$ cat src/rtl/sorted_array_search_if.sv
// sorted_array_search_if: array/key request and search result bundle; SEARCH_SORTED_CHECK_EN adds unsorted.
interface sorted_array_search_if #(parameter int word_size = 4, parameter int idx_size = 4);
  logic [word_size-1:0] A1, A2, A3, A4, A5, A6, A7, A8, key;
  logic start, busy, done, found;
  logic [idx_size-1:0] index, lower_bound;
`ifdef SEARCH_SORTED_CHECK_EN
  logic unsorted;
`endif
  modport master(
    output A1, A2, A3, A4, A5, A6, A7, A8, key, start,
    input busy, done, found, index, lower_bound
`ifdef SEARCH_SORTED_CHECK_EN
    , input unsorted
`endif
  );
  modport slave(
    input A1, A2, A3, A4, A5, A6, A7, A8, key, start,
    output busy, done, found, index, lower_bound
`ifdef SEARCH_SORTED_CHECK_EN
    , output unsorted
`endif
  );
endinterface

$ cat src/rtl/sorted_array_search.sv
// sorted_array_search: fixed-latency lower-bound binary search over a captured 8-word array; SEARCH_SORTED_CHECK_EN adds unsorted detection.
module sorted_array_search #(
  parameter int N = 8,
  parameter int word_size = 4,
  parameter int idx_size = 4,
  parameter int PROBES = 4
) (
  input logic clk,
  input logic rst,
  sorted_array_search_if.slave sif
);
  localparam int CW = $clog2(PROBES);
  typedef enum logic [1:0] {S_idle, S_search, S_done} state_t;
  state_t state, state_nxt;
  logic [word_size-1:0] cap [1:N];
  logic [word_size-1:0] key_q, cap_mid, cap_lo;
  logic [idx_size-1:0] lo, hi, mid, lo_nxt, hi_nxt, lb_q, index_q;
  logic [CW-1:0] cnt;
  logic found_q, last, go_left, hit, ok;
  assign mid = idx_size'(({1'b0, lo} + {1'b0, hi}) >> 1);
  always_comb begin
    cap_mid = '0;
    for (int k = 1; k <= N; k++) cap_mid = (mid == idx_size'(k)) ? cap[k] : cap_mid;
  end
  assign go_left = (lo < hi) && (cap_mid < key_q);
  assign lo_nxt = go_left ? mid + idx_size'(1) : lo;
  assign hi_nxt = (lo < hi) && !go_left ? mid : hi;
  always_comb begin
    cap_lo = '0;
    for (int k = 1; k <= N; k++) cap_lo = (lo_nxt == idx_size'(k)) ? cap[k] : cap_lo;
  end
  assign hit = (lo_nxt <= idx_size'(N)) && (cap_lo == key_q);
  assign last = cnt == CW'(PROBES - 1);
`ifdef SEARCH_SORTED_CHECK_EN
  logic uns_c, uns_q;
  always_comb begin
    uns_c = 1'b0;
    for (int k = 2; k <= N; k++) uns_c = uns_c | (cap[k-1] > cap[k]);
  end
  assign ok = hit && !uns_c;
  assign sif.unsorted = uns_q;
  always_ff @(posedge clk)
    if (!rst) uns_q <= 1'b0;
    else if (state == S_search && last) uns_q <= uns_c;
`else
  assign ok = hit;
`endif
  always_comb begin
    state_nxt = state == S_idle ? (sif.start ? S_search : S_idle) :
                state == S_search ? (last ? S_done : S_search) : S_idle;
  end
  always_ff @(posedge clk) state <= !rst ? S_idle : state_nxt;
  always_ff @(posedge clk) begin
    if (!rst) begin
      for (int k = 1; k <= N; k++) cap[k] <= '0;
      key_q <= '0;
      lo <= '0;
      hi <= '0;
      cnt <= '0;
      found_q <= 1'b0;
      index_q <= '0;
      lb_q <= '0;
    end else if (state == S_idle && sif.start) begin
      cap[1] <= sif.A1;
      cap[2] <= sif.A2;
      cap[3] <= sif.A3;
      cap[4] <= sif.A4;
      cap[5] <= sif.A5;
      cap[6] <= sif.A6;
      cap[7] <= sif.A7;
      cap[8] <= sif.A8;
      key_q <= sif.key;
      lo <= idx_size'(1);
      hi <= idx_size'(N + 1);
      cnt <= '0;
    end else if (state == S_search) begin
      lo <= lo_nxt;
      hi <= hi_nxt;
      cnt <= cnt + CW'(1);
      if (last) begin
        lb_q <= lo_nxt;
        found_q <= ok;
        index_q <= ok ? lo_nxt : '0;
      end
    end
  end
  assign sif.busy = state != S_idle;
  assign sif.done = state == S_done;
  assign sif.found = found_q;
  assign sif.index = index_q;
  assign sif.lower_bound = lb_q;
endmodule

$ cat src/flat_wrapper.sv
// flat-port wrapper written by rule: the top's interface ports become plain ports
module sorted_array_search_flat 
#(
  parameter int N = 8,
  parameter int word_size = 4,
  parameter int idx_size = 4,
  parameter int PROBES = 4
)
  (clk, rst, sif_A1, sif_A2, sif_A3, sif_A4, sif_A5, sif_A6, sif_A7, sif_A8, sif_key, sif_start, sif_busy, sif_done, sif_found, sif_index, sif_lower_bound);
  sorted_array_search_if #(.word_size(word_size), .idx_size(idx_size)) sif_i ();
  input logic clk;
  input logic rst;
  input wire logic [$bits(sif_i.A1)-1:0] sif_A1;
  input wire logic [$bits(sif_i.A2)-1:0] sif_A2;
  input wire logic [$bits(sif_i.A3)-1:0] sif_A3;
  input wire logic [$bits(sif_i.A4)-1:0] sif_A4;
  input wire logic [$bits(sif_i.A5)-1:0] sif_A5;
  input wire logic [$bits(sif_i.A6)-1:0] sif_A6;
  input wire logic [$bits(sif_i.A7)-1:0] sif_A7;
  input wire logic [$bits(sif_i.A8)-1:0] sif_A8;
  input wire logic [$bits(sif_i.key)-1:0] sif_key;
  input wire logic [$bits(sif_i.start)-1:0] sif_start;
  output wire logic [$bits(sif_i.busy)-1:0] sif_busy;
  output wire logic [$bits(sif_i.done)-1:0] sif_done;
  output wire logic [$bits(sif_i.found)-1:0] sif_found;
  output wire logic [$bits(sif_i.index)-1:0] sif_index;
  output wire logic [$bits(sif_i.lower_bound)-1:0] sif_lower_bound;
  assign sif_i.A1 = sif_A1;
  assign sif_i.A2 = sif_A2;
  assign sif_i.A3 = sif_A3;
  assign sif_i.A4 = sif_A4;
  assign sif_i.A5 = sif_A5;
  assign sif_i.A6 = sif_A6;
  assign sif_i.A7 = sif_A7;
  assign sif_i.A8 = sif_A8;
  assign sif_i.key = sif_key;
  assign sif_i.start = sif_start;
  assign sif_busy = sif_i.busy;
  assign sif_done = sif_i.done;
  assign sif_found = sif_i.found;
  assign sif_index = sif_i.index;
  assign sif_lower_bound = sif_i.lower_bound;
  sorted_array_search #(.N(N), .word_size(word_size), .idx_size(idx_size), .PROBES(PROBES)) u_core (.clk(clk), .rst(rst), .sif(sif_i));
endmodule
$ cat config.mk
export PLATFORM = sky130hd
export DESIGN_NAME = sorted_array_search_flat
export DESIGN_NICKNAME = d
export VERILOG_FILES = /design/src/rtl/sorted_array_search_if.sv /design/src/rtl/sorted_array_search.sv /design/src/flat_wrapper.sv
export SDC_FILE = /design/constraint.sdc
export NUM_CORES = 1
export LEC_CHECK = 0
export ABC_AREA = 1
export BUFFER_PORTS_ARGS = -buffer_cell sky130_fd_sc_hd__buf_4
export CAP_MARGIN = 20
export CORE_UTILIZATION = 52
export CTS_CLUSTER_DIAMETER = 40
export DETAILED_ROUTE_END_ITERATION = 16
export HOLD_SLACK_MARGIN = 0.15
export MAX_ROUTING_LAYER = met4
export PLACE_DENSITY = 0.83
export REMOVE_ABC_BUFFERS = 1
export SKIP_LAST_GASP = 1
export SLEW_MARGIN = 20
export SYNTH_ARGS = -nofsm -noshare
export SYNTH_HDL_FRONTEND = slang
export SYNTH_SLANG_ARGS = --single-unit
$ cat constraint.sdc
create_clock -name clk -period 4.9 [get_ports clk]
set_clock_uncertainty 0.2 [all_clocks]
set_input_delay 0.98 -clock clk [delete_from_list [all_inputs] [get_ports clk]]
set_output_delay 0.98 -clock clk [all_outputs]
set_load 0.01 [all_outputs]
==> results.toml <==
[power_and_ir_drop]
power_mw = 1.95
p_sw_uw = 836
p_leak_nw = 2.18
ir_drop_uv = 269
p_int_mw = 1.11
powerDensity_nw_per_um2 = 432
p_sw_share_pct = 43.0
pwr-share-seq_pct = 29.7
power_frac_comb_pct = 50.9
clock_power_share_pct = 19.5

[die]
num_io_pins = 50
core_um2 = 6390
dieWidth_um = 83.6
rows = 29
die_y_um = 83.6
initial_core_util_pct = 54.2
die_area_um2 = 6990

[finish]
design_area_um2 = 4510
final_common_cell = "inv_1"
layout_common_cells = "84 x inv_1, 77 x nand2_1, 68 x buf_4"
drive_gt1_share_pct = 30.3
diodes = 0
stdcell_count = 612
final_nets = 584
syn_to_final_growth_pct = 30.2
fin_util_pct = 70.6

[drt]
route.detailed.drc = 0
drt_iter0_markers = 209
viasPerCell = 5.32
vias = 3256
dr.pass1.iters = 5
wl_mm = 8.54
ant_nets = 0
wl_per_cell_um = 13.9

[global_route]
grt_pass1_wl_mm = 13.6
first_global_vias = 3064
track_usage_pct = 25.0
grt_overflow_total = 0
grt_max_degree = 34
antenna_found_initial = 0

[place]
dp_hpwl_mm = 5.85
gp_congestion = 1.03
pre_cts_slack_ns = -0.162
placed_area_um2 = 3920
numPortBuffers = 49
dp.cells = 579

[critical_path]
worst-setup-path-type = "register to register"
slowest_stage = "fa_2"
r2r-end = "u_core.sif.index[0]"
cp_max_fo = 8
critical-path-max-stage-delay_ns = 0.44
worstPathArrival_ns = 4.92
rrSetupSlack_ns = 0.06
start_kind = "register"
end_kind = "register"
cp_common_cell = "nand2_1"
rr_startpoint = "u_core.lo[0]"
cp.required_ns = 4.98
r2r_cells = 30

[cts]
cts_made_buffers = 9
h-tree-depth = 3
cts_tree = "built"
cts_buffer_depth = 2
clk_latency_ns = 0.34
cts.sinks = 57
clkTransAtPathRegs_ns = 0.07
cts_root_buf = "clkbuf_8"

[sta]
tns_ns = 0
hold-worst-slack_ns = 0.264
fmax_mhz = 207
fin_crit_ns = 4.84
setup_slack_ns = 0.0614
slew_violations = 0
finalHoldViolations = 0
fin_crit_sh_pct = 98.7
finalSetupViolations = 0
rsz0062_at_grt = "true"
maxSlewHeadroom_pct = 53.6
worst_pin_slew_ns = 0.696

[synth]
syn_area_um2 = 3460
syn_inst = 456
synth_top_cells_by_area = "edfxtp_1 28%, dfxtp_1 14%, inv_1 9.4%, nand2_1 9.3%, nand3_1 6.4%"
ys_ff_latch = 57
post_synth.cell_area_avg_um2 = 7.59
ys_seq_area_share_pct = 42.2
synth_warnings = 0
synth_top_area_share_pct = 27.8
yosys.cell_types.count = 38
synth_top_cell_by_area = "edfxtp_1"

[worst_hold_path]
hold_end = "u_core.sif.lower_bound[0]"
min_from = "u_core.sif.lower_bound[0]"
hold_class = "register to register"
min_path_cells = 2

[flow_run]
drv_cap = 0

[outcome]
status = "finished, final reports clean"
-- registers in the layout (all words and copies together) (netlist names) --
name	count
u_core.lo	4
u_core.hi	4
u_core.cnt	2
u_core.cap	32
u_core.state	2
u_core.sif.index	4
u_core.sif.found	1
u_core.key_q	4
u_core.sif.lower_bound	4
-- power by group through the flow --
| stage | Combinational [mW] | Clock (mW) | Sequential [mW] |
|---|---|---|---|
| 6_report | 0.990 | 0.379 | 0.577 |
| 5_1_grt | 1.07 | 0.405 | 0.581 |
| 4_1_cts | 0.760 | 0.383 | 0.571 |
| 3_5_place_dp | 0.717 | 0 | 0.581 |
| 3_3_place_gp | 0.702 | 0 | 0.580 |
| 2_1_floorplan | 0.527 | 0 | 0.572 |
-- how the worst max path moves through the flow --
stage,cells after the start,to,startpoint,slack [ns]
2_1_floorplan,31,u_core.sif.index[0],u_core.lo[1],0.27
3_3_place_gp,28,u_core.sif.index[0],u_core.lo[0],-0.0002
3_5_place_dp,28,u_core.sif.index[0],u_core.lo[1],-0.16
4_1_cts,32,u_core.sif.index[0],u_core.lo[1],0.006
5_1_grt,31,u_core.sif.index[1],u_core.lo[0],-0.21
6_report,30,u_core.sif.index[0],u_core.lo[0],0.06
-- cells by family after synthesis --
kind of cell / Yosys count / synth area share [%]
and+or+nand+nor: 225 / 30.1
xor gates and xnor gates: 5 / 1.26
DFF: 57 / 42.2
AOI/OAI and AO/OA: 57 / 10.0
buffers and inverters: 97 / 10.7
adders and majority gates: 15 / 5.64
-- cell usage after synthesis (all sizes together) --
master / number
a211oi: 1
a21oi: 19
a31oi: 4
and2: 2
and3: 2
buf: 1
clkbuf: 6
dfxtp: 25
edfxtp: 32
fa: 1
ha: 14
inv: 90
nand2: 98
nand3: 45
nand3b: 1
nand4: 9
nor2: 61
nor3: 3
o211ai: 9
o21ai: 21
o21bai: 1
o31a: 1
o31ai: 1
or2: 4
xnor2: 1
xor2: 4
-- per-layer routing --
| layer | track usage, % | share of wire [%] | vias to the layer above |
|---|---|---|---|
| met5 | - | 0 | - |
| met1 | 29.7 | 42 | 1498 |
| li1 | - | - | 1615 |
| met2 | 40.5 | 50 | 109 |
| met3 | 4.35 | 5.1 | 34 |
| met4 | 13.7 | 2.7 | 0 |
-- critical path, delay by kind of cell (launching register included) --
family | cells | cell delay, ns
AO/OA/AOI/OAI | 7 | 0.99
XOR/XNOR | 1 | 0.24
adder cells (fa/ha/maj) | 3 | 0.95
buffers and inverters | 2 | 0.24
flip-flops | 1 | 0.38
AND/OR/NAND/NOR | 17 | 1.76
-- cell type report --
type | instances | area, um2
tap | 77 | 96.3
clock buffer | 9 | 124
sequential | 57 | 1470
clock inverter | 7 | 45.0
multi-input combinational | 302 | 1900
timing repair buffer | 70 | 533
fill | 489 | 1880
inverter | 90 | 340
-- repair_timing --
| action | 4_1_cts | 5_1_grt |
|---|---|---|
| setup endpoints to repair | 5 | 5 |
| pin swaps | 0 | 42 |
| resized for setup | 8 | 64 |
| hold buffers | 0 | 0 |
| hold endpoints to repair | 0 | 0 |
| buffers inserted | 0 | 17 |
Power figures use the tool's default switching activity.
